--- src/rtl/up_mem_master.sv ---
// Burst bus master for the 256-byte data memory: valid/ready command channel plus write/read byte streams.
// Optional constant-fill write bursts are compiled in with `define UP_MEM_MASTER_FILL_EN.
module up_mem_master #(
    parameter int LEN_W = 8
) (
    input  logic             clk,
    input  logic             rst,
    input  logic             cmd_valid,
    output logic             cmd_ready,
    input  logic             cmd_write,
    input  logic [7:0]       cmd_addr,
    input  logic [LEN_W-1:0] cmd_len,
`ifdef UP_MEM_MASTER_FILL_EN
    input  logic             cmd_fill,
    input  logic [7:0]       cmd_data,
`endif
    input  logic [7:0]       wr_data,
    input  logic             wr_valid,
    output logic             wr_ready,
    output logic [7:0]       rd_data,
    output logic             rd_valid,
    input  logic             rd_ready,
    output logic [7:0]       mem_address,
    output logic [7:0]       mem_in,
    output logic             mem_we,
    input  logic [7:0]       mem_out,
    input  logic             mem_re,
    output logic             busy,
    output logic             done
);

    typedef enum logic [1:0] {IDLE, WR, RD} state_t;

    state_t            state_q, state_d;
    logic [7:0]        addr_q;
    logic [LEN_W-1:0]  remain_q;
    logic [7:0]        rd_data_q;
    logic              rd_valid_q;
    logic              done_q;

    logic              cmd_ok;
    logic              cmd_fire;
    logic              wr_fire;
    logic              rd_issue;
    logic              beat;
    logic              last_beat;
    logic              wr_ready_c;
    logic              mem_we_c;
    logic [7:0]        mem_in_c;

`ifdef UP_MEM_MASTER_FILL_EN
    logic              fill_q;
    logic [7:0]        fill_data_q;

    // Fill only applies to write bursts, so the read case latches it as 0.
    always_ff @(posedge clk) begin
        if (rst) begin
            fill_q      <= 1'b0;
            fill_data_q <= 8'h00;
        end else if (cmd_fire) begin
            fill_q      <= cmd_write & cmd_fill;
            fill_data_q <= cmd_data;
        end
    end
`else
    logic              fill_q;
    logic [7:0]        fill_data_q;

    assign fill_q      = 1'b0;
    assign fill_data_q = 8'h00;
`endif

    assign last_beat = (remain_q == '0);
    assign beat      = wr_fire | rd_issue;

    // NOTE: every signal gets a default before the case so no path leaves one unassigned (no latches).
    always_comb begin
        state_d    = state_q;
        cmd_ok     = 1'b0;
        cmd_fire   = 1'b0;
        wr_fire    = 1'b0;
        rd_issue   = 1'b0;
        wr_ready_c = 1'b0;
        mem_we_c   = 1'b0;
        mem_in_c   = 8'h00;
        unique case (state_q)
            IDLE: begin
                // The done cycle also blocks so a new command lands strictly after it.
                cmd_ok   = !rd_valid_q && !done_q;
                cmd_fire = cmd_valid && cmd_ok;
                if (cmd_fire) state_d = cmd_write ? WR : RD;
            end
            WR: begin
                wr_ready_c = mem_re && !fill_q;
                mem_in_c   = fill_q ? fill_data_q : wr_data;
                wr_fire    = mem_re && (fill_q || wr_valid);
                mem_we_c   = wr_fire;
                if (wr_fire && last_beat) state_d = IDLE;
            end
            RD: begin
                rd_issue = mem_re && (!rd_valid_q || rd_ready);
                if (rd_issue && last_beat) state_d = IDLE;
            end
            default: state_d = IDLE;
        endcase
    end

    // NOTE: sequential state uses non-blocking assignments only, so every register samples pre-edge values.
    always_ff @(posedge clk) begin
        if (rst) begin
            state_q    <= IDLE;
            addr_q     <= 8'h00;
            remain_q   <= '0;
            rd_data_q  <= 8'h00;
            rd_valid_q <= 1'b0;
            done_q     <= 1'b0;
        end else begin
            state_q <= state_d;
            done_q  <= beat && last_beat;
            if (cmd_fire) begin
                addr_q   <= cmd_addr;
                remain_q <= cmd_len;
            end else if (beat) begin
                addr_q   <= addr_q + 8'd1;
                remain_q <= remain_q - 1'b1;
            end
            if (rd_issue) begin
                rd_data_q  <= mem_out;
                rd_valid_q <= 1'b1;
            end else if (rd_valid_q && rd_ready) begin
                rd_valid_q <= 1'b0;
            end
        end
    end

    // NOTE: outputs are masked by rst so they read 0 during the reset cycle itself, not only after the edge.
    assign cmd_ready   = !rst && cmd_ok;
    assign wr_ready    = !rst && wr_ready_c;
    assign mem_we      = !rst && mem_we_c;
    assign mem_in      = rst ? 8'h00 : mem_in_c;
    assign mem_address = rst ? 8'h00 : addr_q;
    assign rd_data     = rst ? 8'h00 : rd_data_q;
    assign rd_valid    = !rst && rd_valid_q;
    assign busy        = !rst && (state_q != IDLE);
    assign done        = !rst && done_q;

endmodule

--- config.mk ---
export PLATFORM = sky130hd
export DESIGN_NAME = up_mem_master
export DESIGN_NICKNAME = d
export VERILOG_FILES = /design/src/rtl/up_mem_master.sv
export SDC_FILE = /design/constraint.sdc
export NUM_CORES = 1
export LEC_CHECK = 0
export ABC_AREA = 0
export CORE_MARGIN = 2
export CORE_UTILIZATION = 42
export DETAILED_ROUTE_END_ITERATION = 7
export PLACE_DENSITY = 0.78
export SYNTH_ARGS = -nofsm -noshare
export SYNTH_HDL_FRONTEND = slang
export SYNTH_SLANG_ARGS = --single-unit
--- constraint.sdc ---
create_clock -name clk -period 2.5 [get_ports clk]
set_input_delay 0.25 -clock clk [delete_from_list [all_inputs] [get_ports clk]]
set_output_delay 0.25 -clock clk [all_outputs]
set_load 0.1 [all_outputs]
# Word-level counts from Yosys, hierarchy flattened
# Index checks and enable logic that the tools add are counted.
[totals]
ff_bits = 28
elab_cells = 58
[op_classes]
add_sub_neg = 2
eq_ne = 5
mux = 20
n_bitwise = 1
n_reduce_logical = 24
[ops]
columns = ["operator", "n"]
rows = [
  ["$mux W8", 8],
  ["$logic_and A1 B1 Y1", 14],
  ["$add A8 B1 Y8 const B", 1],
  ["$logic_not A8 Y1", 1],
  ["$mux W2", 4],
  ["$sub A8 B1 Y8 const B", 1],
  ["$mux W1", 7],
  ["$ne A2 B2 Y1 const B", 3],
  ["$pmux W2 S3", 1],
  ["$reduce_bool A2 Y1", 3],
  ["$logic_not A1 Y1", 3],
  ["$reduce_and A3 Y1", 1],
  ["$eq A2 B1 Y1 const B", 1],
  ["$eq A2 B2 Y1 const B", 1],
  ["$logic_not A2 Y1", 1],
  ["$logic_or A1 B1 Y1", 1],
  ["$or A1 B1 Y1", 1],
]

# Logic depth before layout (Yosys ltp)
[logic_depth]
ltp_word = 7
ltp_mapped = 6
depth_no_buf = 6

# Least setup slack after synthesis
# No wires, ideal clock.
[synth_path]
path_type = "register to output"
start = "register state_q[0]"
end = "output mem_we"
t_arrival_ns = 2.437
slack_ns = -0.187
path_stages_with_launch = 5
n_path_buf = 1
path_cell_list = "dfxtp_1 nor2b_1 clkbuf_1 and3_1 and2_1"
[synth_via]
elab_chain_len = 3
[synth_lines]
columns = ["item", "line", "rtl"]
rows = [
  ["start, declared", "34", "state_t state_q, state_d;"],
  ["start signal, assigned", "118", "state_q <= state_d;"],
  ["$eq A2 B1 Y1", "86", "unique case (state_q)"],
  ["$mux W1", "86", ""],
  ["$logic_and A1 B1 Y1", "139", "assign mem_we = !rst && mem_we_c;"],
  ["end, declared", "25", "output logic mem_we,"],
]
# Every way passes these cells.

# Worst setup path after layout
[layout_path]
start = "register remain_q[2]"
end = "register state_q[1]"
[layout_via]
elab_chain_len = 4
elab_cells_between_ends = 6
cone_classes = "2 x eq/ne; 4 x reduce/logical"
[layout_lines]
columns = ["item", "line", "rtl"]
rows = [
  ["start, declared", "36", "logic [LEN_W-1:0] remain_q;"],
  ["start signal, assigned", "122", "remain_q <= cmd_len;"],
  ["start signal, assigned", "125", "remain_q <= remain_q - 1'b1;"],
  ["$logic_not A8 Y1 *", "73", "assign last_beat = (remain_q == '0);"],
  ["$logic_and A1 B1 Y1, on equally long branches", "102, 98", ""],
  ["$ne A2 B2 Y1 (no source line)", "n/a", ""],
  ["$reduce_and A3 Y1 (no source line) *", "n/a", ""],
]
# Every way passes the cells marked *; elsewhere a longest branch is shown, timed or not.
# A chain may end at the register's enable or synchronous reset.

==> results by group <==
Outcome
  – Run status: complete, no violations

Global routing
  – All-Layer GR Usage: 21.5%
  – Initial antenna violation count: 0
  – Pin count of the biggest net entering global routing: 45
  – Number of global-route vias before repair: 1,591
  – First-pass GRT wire length: 7290 um
  – GRT overflow: 0

Critical path
  – Worst r2r dst: state_q[1]$_SDFFE_PP0P_
  – Critical Path Sink Type: flip-flop
  – Worst EP arrival: 2330 ps
  – Worst R2R Path Depth: 4
  – Internal reg-to-reg setup slack: about 360 ps
  – Crit Reg-Reg Startpoint: remain_q[2]$_SDFFE_PP0P_
  – Worst-path maximum fanout: 6
  – Crit Path Class: flip-flop to flip-flop
  – Max stage delay cell, worst path: or4b_2
  – CP cell instances: or4_4 -> or4b_2 -> o21a_1 -> o211a_1
  – Crit path required time: 2690 ps
  – CP Launch Type: flip-flop
  – Largest stage delay, worst path: 720 ps

CTS
  – CTS tree: done
  – Post-CTS Setup Bufs: 0
  – CTS H-tree lvls: 1
  – CTS buffer count: 3
  – Hold_buf cts: 0
  – Buffer depth of the longest clock path: 2
  – Clock-pin slew on the worst setup and hold paths: 100 ps
  – CTS Root Buffer Type: clkbuf_8
  – Clk_lat worst skew: 280 ps
  – Clock sinks: 28
  – Post-CTS resize count: 0

Route
  – DRC errors left: 0
  – ANT nets after route: 0
  – Top layer reached by signal wires: met4
  – Met2 WL: 2180 um
  – Via count: 1,700
  – First DRT Iteration DRCs: 125
  – Post-Route WL: 4380 um
  – WL per Instance: 14.3 um
  – Met3 routed WL: 238 um
  – Vias per std cell: roughly 5.5
  – M1 WL: 1910 um
  – Detailed Routing Iterations Pass 1: 4

Power and ir drop
  – P_leak: between 1 and 1.5 nW
  – Max VDD drop: roughly 0.00027 V
  – Total power per unit cell area: 542 mW/mm^2

STA
  – Skew final: about 9.4 ps
  – RSZ-0062 raised after global routing: false
  – Maximum clock frequency: 467 MHz
  – Final Hold Fails: 0
  – Setup violations, final: 0
  – Max-slew headroom: 61.9%
  – Fin crit share: ~86%
  – Setup_tns: 0 ps
  – Period minus WS final: 2140 ps
  – Tightest Pin Transition: 570 ps
  – Final Max Tran Viols: 0

Yosys
  – Synth Cell Area: 0.00160 sq mm
  – Unique masters post-synth: 40
  – Synthesized area per cell: 8.18 sq um
  – Synth Warn #: 0
  – Cell taking the most area after synthesis: dfxtp_1
  – Top cell type's share of synthesized area: 34.9%
  – Synthesized instance count: a little under 200
  – Synth area leaders: dfxtp_1 (35%), nor2b_1 (7.4%), nor2_1 (6.6%), a311oi_1 (6.0%), mux2i_1 (5.0%)
  – Yosys reg bits: 28
  – Commonest cells in the netlist: dfxtp_1 (28), nor2_1 (28), nor2b_1 (19)
  – Seq/Total Area, Yosys: between 30% and 40%
  – Post-synth top flop: dfxtp_1
  – Post-Syn Nets: 238
  – Ys async rst share: 0%
  – EDFF count, synth: 0

Worst hold path
  – WHS Endpoint: rd_data_q[5]$_SDFFE_PP0P_
  – Hold Path Depth: 2
  – HP Start: rd_data_q[5]$_SDFFE_PP0P_
  – Hold Crit Class: flip-flop to flip-flop

Layout
  – Nets: 302
  – Layout Utilization: 73.5%
  – Area growth syn-to-layout: 67.7%
  – Fillers: 279
  – Share of cells above drive strength 1: 17.0%
  – ANT cells: 0

Place
  – Final GP Congestion: just over 0.8
  – DP HPWL: 3210 um
  – Port bufs: 68

Floorplanning
  – Die height: about 66 um
  – Num rows: 22
  – Initial Util: 43.8%
  – Die ar.: 0.00433 sq mm
  – Core area: between 0.003 and 0.004 sq mm
  – Die W: approximately 66 um
  – Num ports: between 60 and 70

Run
  – Max Cap Violations: 0
[layout make-up]
cell class	instances	area (sq um)	area share, %
Inverter	4	15.0	0.558
Clock buffer	3	41.3	1.53
Clock inverter	1	30.0	1.12
Multi-Input combinational cell	150	952	35.4
Timing Repair Buffer	73	1030	38.3
Tap cell	48	60.1	2.23
Sequential cell	28	561	20.8
[routing by layer]
layer / track usage [%] / vias up
met2: 36.9 / 58
met4: 8.85 / 0
met1: 26.0 / 789
met5: 0 / -
met3: 4.26 / 4
li1: - / 849
[cells by family (layout without fill, tap and decap cells)]
logic type | Yosys count | count (layout) | synth area share (%)
multiplexers | 8 | 8 | 4.99
buffers and inverters | 18 | 81 | 5.77
flip-flops | 28 | 28 | 34.9
AO/OA/AOI/OAI | 38 | 38 | 17.2
adder cells (fa/ha/maj) | 3 | 3 | 2.34
AND/OR/NAND/NOR | 101 | 101 | 34.7
[sequential cells by signal, summed over array words and instances, names as in the netlist]
register / flops
rd_data_q: 8
addr_q: 8
state_q: 2
rd_valid_q: 1
remain_q: 8
done_q: 1
[report_power, final]
part	internal (mW)	leakage, nW	switching (mW)	total, mW
Clock	0.215	0.0357	0.152	0.367
Sequential	0.490	0.230	0.0424	0.532
Combinational	0.234	0.815	0.326	0.560
[cells in the final DEF, fill, tap and decap left out, types with 4 or more instances in the layout]
master,instances
nand4_1,4
buf_12,31
nor3_1,4
o31ai_1,5
clkdlybuf4s50_1,38
mux2i_1,8
a311oi_1,11
or4_1,5
nand2_1,8
nor2b_1,19
buf_4,4
inv_1,4
nor2_1,28
o21ai_0,10
or3_1,6
dfxtp_1,28
and3_1,11
[worst max path at each step]
stage	slack, ps	start	to
final	360	remain_q[2]$_SDFFE_PP0P_	state_q[1]$_SDFFE_PP0P_
after floorplan	60	state_q[0]$_SDFFE_PP0P_	mem_we
after global routing	340	remain_q[2]$_SDFFE_PP0P_	state_q[0]$_SDFFE_PP0P_
after CTS	370	remain_q[2]$_SDFFE_PP0P_	state_q[1]$_SDFFE_PP0P_
after detailed placement	310	rd_ready	remain_q[6]$_SDFFE_PP0P_
after global placement	360	rd_ready	remain_q[6]$_SDFFE_PP0P_
[per-stage QoR]
| stage | hold WS (ps) | cells | cell area (sq um) | setup WS, ps | power, mW |
|---|---|---|---|---|---|
| 2_1_floorplan | 394 | 196 | 1610 | 64.4 | 0.886 |
| 3_3_place_gp | 466 | 303 | 2620 | 360 | 1.09 |
| 3_5_place_dp | 477 | 303 | 2620 | 306 | 1.10 |
| 4_1_cts | 502 | 307 | 2690 | 370 | 1.46 |
| 5_1_grt | 528 | 307 | 2690 | 340 | 1.53 |
| 6_report | 499 | 307 | 2690 | 358 | 1.46 |
[critical path, delay by kind of cell (launching register included)]
kind             cells  cell delay, ps
AO/OA/AOI/OAI        2             440
flip-flops           1             360
AND/OR/NAND/NOR      2            1250
(Power assumes the default switching activity.)
